<file path="src/rtl/uart_pkg.sv">
// -----------------------------------------------------------------------------
// uart_pkg
// Shared declarations for the UART receiver slice:
//   uart_state_e    - receiver FSM state encoding (IDLE/START/DATA/STOP)
//   UART_DATA_BITS  - data bits per frame (8, LSB first on the wire)
//   UART_IDLE_LEVEL - level of an idle serial line (high)
// -----------------------------------------------------------------------------
package uart_pkg;

   localparam int   UART_DATA_BITS  = 8;
   localparam logic UART_IDLE_LEVEL = 1'b1;

   typedef enum logic [1:0] {
      ST_IDLE  = 2'd0,
      ST_START = 2'd1,
      ST_DATA  = 2'd2,
      ST_STOP  = 2'd3
   } uart_state_e;

endpackage

</file>
<file path="src/rtl/uart_rx_ram.sv">
// -----------------------------------------------------------------------------
// uart_rx_ram
// Simple dual-port synchronous RAM: one write port, one read port, registered
// read data (one cycle latency). Read-during-write to the same address returns
// the old contents. No reset on the array so it maps onto block RAM.
// Ports:
//   clk        - clock
//   wr_en_i    - write enable
//   wr_addr_i  - write address (ADDR_LEN bits)
//   wr_data_i  - write data (DATA_LEN bits)
//   rd_addr_i  - read address (ADDR_LEN bits)
//   rd_data_o  - registered read data (DATA_LEN bits)
// -----------------------------------------------------------------------------
module uart_rx_ram #(
   parameter int ADDR_LEN = 9,
   parameter int DATA_LEN = 8
) (
   input  logic                clk,
   input  logic                wr_en_i,
   input  logic [ADDR_LEN-1:0] wr_addr_i,
   input  logic [DATA_LEN-1:0] wr_data_i,
   input  logic [ADDR_LEN-1:0] rd_addr_i,
   output logic [DATA_LEN-1:0] rd_data_o
);

   localparam int DEPTH = 1 << ADDR_LEN;

   logic [DATA_LEN-1:0] mem_q [0:DEPTH-1];
   logic [DATA_LEN-1:0] rd_data_q;

   always_ff @(posedge clk) begin
      if (wr_en_i) begin
         mem_q[wr_addr_i] <= wr_data_i;
      end
      rd_data_q <= mem_q[rd_addr_i];
   end

   assign rd_data_o = rd_data_q;

endmodule

</file>
<file path="src/rtl/uart_rx.sv">
// -----------------------------------------------------------------------------
// uart_rx
// 8N1 UART receiver with a show-ahead receive FIFO.
// The serial line is synchronised (2 flops, idle high), a falling edge starts a
// frame, the start bit is re-checked at its middle, 8 data bits are sampled one
// bit period apart (LSB first) and the stop bit one period after the last data
// bit. Completed bytes go into a FIFO of 2^FIFO_ASIZE-1 usable entries built on
// uart_rx_ram.
// Optional feature: define UART_RX_FRAME_CHECK_EN to drop bytes whose stop bit
// is low and pulse o_frame_err; otherwise the stop bit is ignored and
// o_frame_err is held at 0.
// Parameters:
//   UART_CLK_DIV - clk cycles per bit period (>= 8)
//   FIFO_ASIZE   - FIFO address width
// Ports:
//   clk         - clock
//   rst_n       - asynchronous active-low reset
//   i_uart_rx   - asynchronous serial input, idles high
//   rvalid      - rdata holds a received byte
//   rready      - consumer accepts rdata when rvalid is high
//   rdata       - received byte
//   o_overflow  - one-cycle pulse: byte dropped, FIFO full
//   o_frame_err - one-cycle pulse: stop bit sampled low (frame check builds)
// -----------------------------------------------------------------------------
module uart_rx
   import uart_pkg::*;
#(
   parameter int UART_CLK_DIV = 434,
   parameter int FIFO_ASIZE   = 9
) (
   input  logic                      clk,
   input  logic                      rst_n,
   input  logic                      i_uart_rx,
   output logic                      rvalid,
   input  logic                      rready,
   output logic [UART_DATA_BITS-1:0] rdata,
   output logic                      o_overflow,
   output logic                      o_frame_err
);

   localparam int                  TIMER_W   = $clog2(UART_CLK_DIV);
   localparam logic [TIMER_W-1:0]  TIMER_ONE = TIMER_W'(1);
   localparam logic [TIMER_W-1:0]  BIT_LAST  = TIMER_W'(UART_CLK_DIV - 1);
   localparam logic [TIMER_W-1:0]  HALF_LAST = TIMER_W'(UART_CLK_DIV / 2 - 1);
   localparam int                  CNT_W     = $clog2(UART_DATA_BITS);
   localparam logic [CNT_W-1:0]    CNT_ONE   = CNT_W'(1);
   localparam logic [CNT_W-1:0]    CNT_LAST  = CNT_W'(UART_DATA_BITS - 1);
   localparam logic [FIFO_ASIZE-1:0] PTR_ONE = FIFO_ASIZE'(1);

   // ---------------------------------------------------------------- line sync
   logic rx_meta_q;
   logic rx_sync_q;
   logic rx_prev_q;
   logic rx_fall;

   always_ff @(posedge clk or negedge rst_n) begin
      if (!rst_n) begin
         rx_meta_q <= UART_IDLE_LEVEL;
         rx_sync_q <= UART_IDLE_LEVEL;
         rx_prev_q <= UART_IDLE_LEVEL;
      end else begin
         rx_meta_q <= i_uart_rx;
         rx_sync_q <= rx_meta_q;
         rx_prev_q <= rx_sync_q;
      end
   end

   // Edge, not level: a line held low (break) cannot restart a frame.
   assign rx_fall = (rx_prev_q == UART_IDLE_LEVEL) && (rx_sync_q != UART_IDLE_LEVEL);

   // --------------------------------------------------------------- frame FSM
   uart_state_e               state_q;
   logic [TIMER_W-1:0]        timer_q;
   logic [CNT_W-1:0]          bit_cnt_q;
   logic [UART_DATA_BITS-1:0] shift_q;
   logic                      stop_tick;
   logic                      stop_ok;
   logic                      wr_req;

   assign stop_tick = (state_q == ST_STOP) && (timer_q == BIT_LAST);

`ifdef UART_RX_FRAME_CHECK_EN
   assign stop_ok = (rx_sync_q == UART_IDLE_LEVEL);
`else
   assign stop_ok = 1'b1;
`endif

   assign wr_req = stop_tick && stop_ok;

   always_ff @(posedge clk or negedge rst_n) begin
      if (!rst_n) begin
         state_q   <= ST_IDLE;
         timer_q   <= '0;
         bit_cnt_q <= '0;
         shift_q   <= '0;
      end else begin
         case (state_q)
            ST_IDLE: begin
               if (rx_fall) begin
                  state_q <= ST_START;
                  timer_q <= '0;
               end
            end
            ST_START: begin
               // Mid start bit: still low means a real frame, high was a glitch.
               if (timer_q == HALF_LAST) begin
                  timer_q   <= '0;
                  bit_cnt_q <= '0;
                  state_q   <= (rx_sync_q == UART_IDLE_LEVEL) ? ST_IDLE : ST_DATA;
               end else begin
                  timer_q <= timer_q + TIMER_ONE;
               end
            end
            ST_DATA: begin
               if (timer_q == BIT_LAST) begin
                  timer_q   <= '0;
                  shift_q   <= {rx_sync_q, shift_q[UART_DATA_BITS-1:1]};
                  bit_cnt_q <= bit_cnt_q + CNT_ONE;
                  if (bit_cnt_q == CNT_LAST) begin
                     state_q <= ST_STOP;
                  end
               end else begin
                  timer_q <= timer_q + TIMER_ONE;
               end
            end
            ST_STOP: begin
               if (timer_q == BIT_LAST) begin
                  timer_q <= '0;
                  state_q <= ST_IDLE;
               end else begin
                  timer_q <= timer_q + TIMER_ONE;
               end
            end
            default: begin
               state_q <= ST_IDLE;
               timer_q <= '0;
            end
         endcase
      end
   end

`ifdef UART_RX_FRAME_CHECK_EN
   logic frame_err_q;

   always_ff @(posedge clk or negedge rst_n) begin
      if (!rst_n) begin
         frame_err_q <= 1'b0;
      end else begin
         frame_err_q <= stop_tick && !stop_ok;
      end
   end

   assign o_frame_err = frame_err_q;
`else
   assign o_frame_err = 1'b0;
`endif

   // -------------------------------------------------------------------- FIFO
   // rd_ptr_q always addresses the entry on rdata; it only advances on a
   // consumer transfer, so the output slot is part of the 2^N-1 capacity.
   logic [FIFO_ASIZE-1:0]     wr_ptr_q, wr_ptr_d;
   logic [FIFO_ASIZE-1:0]     rd_ptr_q, rd_ptr_d;
   logic                      rvalid_q;
   logic                      overflow_q;
   logic                      full;
   logic                      rd_fire;
   logic                      wr_accept;
   logic                      wr_drop;
   logic [UART_DATA_BITS-1:0] ram_rd_data;

   assign full      = (wr_ptr_q + PTR_ONE) == rd_ptr_q;
   assign rd_fire   = rvalid_q && rready;
   // At full, a read in the same cycle frees the slot the write needs.
   assign wr_accept = wr_req && (!full || rd_fire);
   assign wr_drop   = wr_req && full && !rd_fire;
   assign wr_ptr_d  = wr_accept ? (wr_ptr_q + PTR_ONE) : wr_ptr_q;
   assign rd_ptr_d  = rd_fire ? (rd_ptr_q + PTR_ONE) : rd_ptr_q;

   always_ff @(posedge clk or negedge rst_n) begin
      if (!rst_n) begin
         wr_ptr_q   <= '0;
         rd_ptr_q   <= '0;
         rvalid_q   <= 1'b0;
         overflow_q <= 1'b0;
      end else begin
         wr_ptr_q   <= wr_ptr_d;
         rd_ptr_q   <= rd_ptr_d;
         // Compared against the pre-write pointer: the RAM read issued this
         // edge only sees bytes written in earlier cycles.
         rvalid_q   <= (wr_ptr_q != rd_ptr_d);
         overflow_q <= wr_drop;
      end
   end

   uart_rx_ram #(
      .ADDR_LEN (FIFO_ASIZE),
      .DATA_LEN (UART_DATA_BITS)
   ) u_ram (
      .clk       (clk),
      .wr_en_i   (wr_accept),
      .wr_addr_i (wr_ptr_q),
      .wr_data_i (shift_q),
      .rd_addr_i (rd_ptr_d),
      .rd_data_o (ram_rd_data)
   );

   assign rvalid     = rvalid_q;
   // The RAM output register is not reset; mask it until a byte is valid.
   assign rdata      = rvalid_q ? ram_rd_data : '0;
   assign o_overflow = overflow_q;

endmodule

</file>
<file path="config.mk">
export PLATFORM = sky130hd
export DESIGN_NAME = uart_rx
export DESIGN_NICKNAME = d
export VERILOG_FILES = /design/src/rtl/uart_pkg.sv /design/src/rtl/uart_rx_ram.sv /design/src/rtl/uart_rx.sv
export SDC_FILE = /design/constraint.sdc
export NUM_CORES = 2
export LEC_CHECK = 0
export ABC_AREA = 1
export CORE_MARGIN = 5
export CORE_UTILIZATION = 45
export DETAILED_ROUTE_END_ITERATION = 10
export PLACE_DENSITY = 0.68
export SYNTH_ARGS = -nofsm -noshare
export SYNTH_HDL_FRONTEND = slang
export SYNTH_SLANG_ARGS = --single-unit
</file>
<file path="constraint.sdc">
create_clock -name clk -period 7.3 [get_ports clk]
set_clock_uncertainty 0.2 [all_clocks]
set_input_delay 1.825 -clock clk [delete_from_list [all_inputs] [get_ports clk]]
set_output_delay 1.825 -clock clk [all_outputs]
set_load 0.01 [all_outputs]
</file>
After elaboration in Yosys (flattened, before gate mapping)
Memory sizes are Yosys's and may differ from the RTL's. A register that Yosys moved wholly into a read port is not among the register bits.
Cells that the tools add are included.
{ "totals": {"register_bits": 45, "latchBits": 0, "ramBits": 4096, "mem_bits_ro": 0, "out_inout_bits": 11, "word_cells": 63, "mem_count": 1} }
{ "memory_table": {"columns": ["name", "words", "word_bits", "rd", "rd_clocked_by_memory_dff", "write_ports", "line_no", "text"], "rows": [
  ["u_ram.mem_q", 512, 8, 1, 1, 1, "uart_rx_ram.sv:28", "logic [DATA_LEN-1:0] mem_q [0:DEPTH-1];"]
]} }
{ "classes": {"n_addsub": 4, "multipliers": 0, "div_mod_pow": 0, "order_cmp": 0, "eq_ne": 13, "shift": 0, "n_mux": 18, "bitwise_logic": 1, "reduce_logical": 15} }
{ "ops": {"columns": ["operator", "n"], "rows": [
  ["9-bit two-way mux", 4],
  ["9-bit by 1-bit adder with 9-bit output, second input constant", 3],
  ["9-bit case mux with 3 select lines", 1],
  ["2-bit two-way mux", 6],
  ["9-bit by 8-bit == test with 1-bit output, second input constant", 1],
  ["9-bit == test", 1],
  ["9-bit == test, second input constant", 1],
  ["9-bit inequality test", 1],
  ["8-bit two-way mux", 1],
  ["2-bit inequality test, second input constant", 4],
  ["2-bit case mux with 4 select lines", 1],
  ["1-bit logical AND", 6],
  ["3-bit two-way mux", 2],
  ["3-bit case mux with 2 select lines", 1],
  ["5-bit AND reduction", 1],
  ["2-bit == test, second input constant", 2],
  ["3-bit by 1-bit adder with 3-bit output, second input constant", 1],
  ["3-bit == test, second input constant", 1],
  ["3-bit AND reduction", 1],
  ["2-bit by 1-bit == test with 1-bit output, second input constant", 1],
  ["1-bit zero test", 2],
  ["2-bit zero test", 1],
  ["1-bit two-way mux", 2],
  ["2-bit by 1-bit inequality test with 1-bit output, second input constant", 1],
  ["other kinds (5)", 5]
]} }

Logic depth before layout (Yosys ltp)
{ "depth": {"depth_word": 7, "mapped_depth": 18, "depth_no_buf": 14} }

Modules after synthesis
From an unflattened synthesis, not the netlist that was laid out.
{ "hier_totals": {"hier_cells": 14257, "hier_area_um2": 169451.3} }
{ "by_module_without_submodules": {"columns": ["module", "n_inst", "cells_each", "area_per_inst_um2", "seq_area_each_um2"], "rows": [
  ["uart_rx_ram", 1, 13891, 166728.7, 123158.1],
  ["uart_rx", 1, 366, 2722.6, 1129.8]
]} }

Worst setup path before layout
No wires, ideal clock.
{ "synth_path": {"kind": "register to register", "startpoint": "register shift_q[3]", "endpoint": "memory u_ram.mem_q[0][3] (data pin)", "setup_time_ns": 1.408, "t_arrival_ns": 6.079, "required_time_ns": 5.692, "slack_ns": -0.387, "stages_incl_launch_ff": 1, "period_less_slack_ns": 7.687, "cell_sequence": "dfrtp_1"} }
{ "synth_lines": {"columns": ["item", "line_no", "text"], "rows": [
  ["start, declared", "uart_rx.sv:75", "logic [UART_DATA_BITS-1:0] shift_q;"],
  ["start signal, assigned", "uart_rx.sv:117", "shift_q <= {rx_sync_q, shift_q[UART_DATA_BITS-1:1]};"],
  ["end, declared", "uart_rx_ram.sv:28", null]
]} }
Straight into the memory's write port.

Worst setup path after layout
{ "layout_path": {"startpoint": "input port rready", "endpoint": "register u_ram.rd_data_q[1] (netlist: u_ram.rd_data_o[1]), read port of u_ram.mem_q"} }
{ "layout_between": {"elab_chain_cells": 2} }
{ "layout_rtl": {"columns": ["item", "line_no", "text"], "rows": [
  ["start, declared", "uart_rx.sv:35", "input logic rready,"],
  ["1-bit logical AND", "uart_rx.sv:172", "assign rd_fire = rvalid_q && rready;"],
  ["9-bit two-way mux", "uart_rx.sv:177", "assign rd_ptr_d = rd_fire ? (rd_ptr_q + PTR_ONE) : rd_ptr_q;"],
  ["end, declared", "uart_rx_ram.sv:29", "logic [DATA_LEN-1:0] rd_data_q;"]
]} }
Every way passes these cells.
A chain may end at the register's enable or synchronous reset.

==> impl_metrics.toml <==
[timing]
hold_viol = 0
tightest_slew_ns = 1.49
fin_crit_sh = 0.822
hold-worst-slack_ns = 0.161
worst_slack_ns = 1.30
setup-violations-final = 0
fmax_ghz = 0.167
finalMaxSlewViolations = 0
slew_headroom = 0.00874
fin_crit_ns = 6.00
rsz0062_at_grt = "false"

[synthesis]
synth_seq_cells = 4149
synth_top_cell_by_area = "edfxtp_1"
avgSynthCellArea_um2 = 11.9
synth_cell_types = 33
ys_warn_count = 0
synth_area_leaders = "edfxtp_1 73%, nand3_1 14%, nand2_1 7.7%"
yosysTopAreaCellShare = 0.728
synthCells = 14234
netlist_area_um2 = 169000
synth_nets = 14248
yosysSeqAreaShare = 0.735

[place]
gp_congestion = 0.864
port_buffers = 13
preCtsSetupSlack_ns = 0.607
dp_hpwl_mm = 262

[grt]
grt_overflow_total = 0
grt_max_degree = 189
grt_pass1_vias = 106779
grtUsageTotal = 0.236
grt_pass1_wl_mm = 704
antenna_found_initial = 12

[clock_tree]
numCtsBuffers = 410
cts-htree-levels = 5
clk_path_buf_depth = 4
cts_resized = 0
cts_setup_buffers = 0
hold_buffers = 0
cts_tree = "done"
cts.sinks = 4149
clkLatencyLatePin_ns = 0.98
clkTransAtPathRegs_ns = 0.06
cts-root-buf = "clkbuf_16"

[layout]
drive_gt1_frac = 0.0624
fin_nets = 13855
final_common_cell = "nand3_1"
area_growth_pct = 10.9
final_cell_mix = "4840 x nand3_1, 4096 x edfxtp_1, 3450 x nand2_1, 535 x nor2_1, 415 x clkbuf_16"

[pwr]
internal_power_mw = 41.8
leakagePower_nw = 68.4
p_switching_mw = 20.6
seq_power_share = 0.416
powerDensity_nw_per_um2 = 333
clkPwrFrac = 0.332
swShare = 0.330
ir_drop_mv = 0.741
pwr-share-comb = 0.252

[worst_setup_path]
crit_family = "simple AND/OR/NAND/NOR gates"
path_depth = 16
crit_type = "in2reg"
worst-path-buf-inv = 3
worstPathRequired_ns = 7.97
max_stage_delay_ns = 0.80
end_kind = "register"
critPathLaunchType = "input port"
cpMostUsedCell = "nand3_1"
crit_arrival_ns = 6.67
reg2reg_depth = 15
cp_max_fo = 93
slowest_stage = "buf_4"
path_cells = "clkdlybuf4s50_1 -> nand2_1 -> nand2_4 -> nand2_4 -> buf_12 -> buf_4 -> nand2_1 -> nand3_1 -> nand3_1 -> nand3_1 -> nand3_1 -> nand3_1 -> nand3_1 -> nand3_1 -> nand3_1 -> nand2_1"

[routing]
detail_route.wl_per_cell_um = 24.8
ant_nets = 0
drc = 0
viasPerCell = 5.94
finalWirelength_mm = 475
drtPass1Iterations = 7
drt-initial-drc-count = 16344
vias = 113881

[die]
coreArea_um2 = 375000
num_rows = 225
die_h_um = 623
io_pins = 15
die_width_um = 623
dieArea_um2 = 388000
start_util = 0.451

[outcome]
status = "completed"

[hold_path]
holdPathStages = 0
hold_class = "reg2reg"

[job]
cap_violations = 0
[flip-flops by register name, summed over array words and instances (netlist names), named ones only]
name / flops
o_overflow: 1
u_ram.mem_q: 4096
timer_q: 9
state_q: 1
rx_sync_q: 1
rx_meta_q: 1
rx_prev_q: 1
wr_ptr_q: 9
shift_q: 8
rd_ptr_q: 9
bit_cnt_q: 3
u_ram.rd_data_o: 8
rvalid: 1
[through the flow]
step                utilization  instance area [um2]  cells  setup TNS, ns  power (mW)
floorplan                     -               169000  14234        -948.81        35.6
global placement          0.465               174000  18423              0        41.8
detailed placement        0.465               174000  18423              0        41.8
CTS                       0.500               187000  19168              0        62.2
global route              0.500               187000  19170              0        64.4
finish                    0.500               187000  19178              0        62.4
[cell families (layout without fill, tap and decap cells)]
| family | after synthesis | after routing | share of synthesized area |
|---|---|---|---|
| AND/OR/NAND/NOR | 8874 | 8874 | 0.234 |
| other | 1 | 11 | 0.0000222 |
| flip-flops | 4149 | 4149 | 0.735 |
| XOR/XNOR | 26 | 26 | 0.00135 |
| multiplexers | 1 | 1 | 0.0000666 |
| AO/OA/AOI/OAI | 42 | 42 | 0.00134 |
| buffers and inverters | 1131 | 1071 | 0.0277 |
| adder cells (fa/ha/maj) | 10 | 10 | 0.000740 |
[cell usage after synthesis (all sizes together)]
cell type and instances:
conb 1, clkinv 3, nand4 6, buf 455
o21ai 28, dfxtp 8, ha 10, dfstp 3
mux2 1, edfxtp 4096, or2 2, nand2 3457
inv 60, a21oi 6, o31ai 1, nor2 539
o311ai 1, xor2 24, a221oi 1, nor4 3
clkbuf 613, nand3 4856, xnor2 2, dfrtp 42
nor3 11, o22ai 5
[power groups by stage]
stage | Clock [mW] | Sequential, mW | Combinational (mW)
after floorplan | 0 | 26.4 | 9.27
after global placement | 0 | 26.5 | 15.3
after detailed placement | 0 | 26.5 | 15.3
after CTS | 20.8 | 26.0 | 15.4
after global routing | 21.8 | 26.0 | 16.6
final | 20.7 | 26.0 | 15.7
[cell type report]
cell class,count,area (um2)
Multi-Input combinational cell,8954,40400
Sequential cell,4149,124000
Fill cell,31677,188000
Antenna cell,10,25.0
Clock buffer,506,10800
Inverter,63,265
Clock inverter,239,2160
Tap cell,4994,6250
Timing Repair Buffer,263,3200
[worst paths after layout]
check	start	to	slack (ns)
max	rready	u_ram.rd_data_o[1]	1.30
min	rx_meta_q	rx_sync_q	0.16
max reg2reg	rvalid	u_ram.rd_data_o[1]	1.75
min reg2reg	rx_meta_q	rx_sync_q	0.16
max in group asynchronous	rst_n	shift_q[1]	5.48
min in group asynchronous	rst_n	rd_ptr_q[1]	0.81
[per-layer routing]
metal  part of all wire  global-route usage
met1               0.39               0.333
met3               0.10              0.0402
met2               0.46               0.362
met4              0.047               0.105
met5                  0                   0
Power figures use the tool's default switching activity.
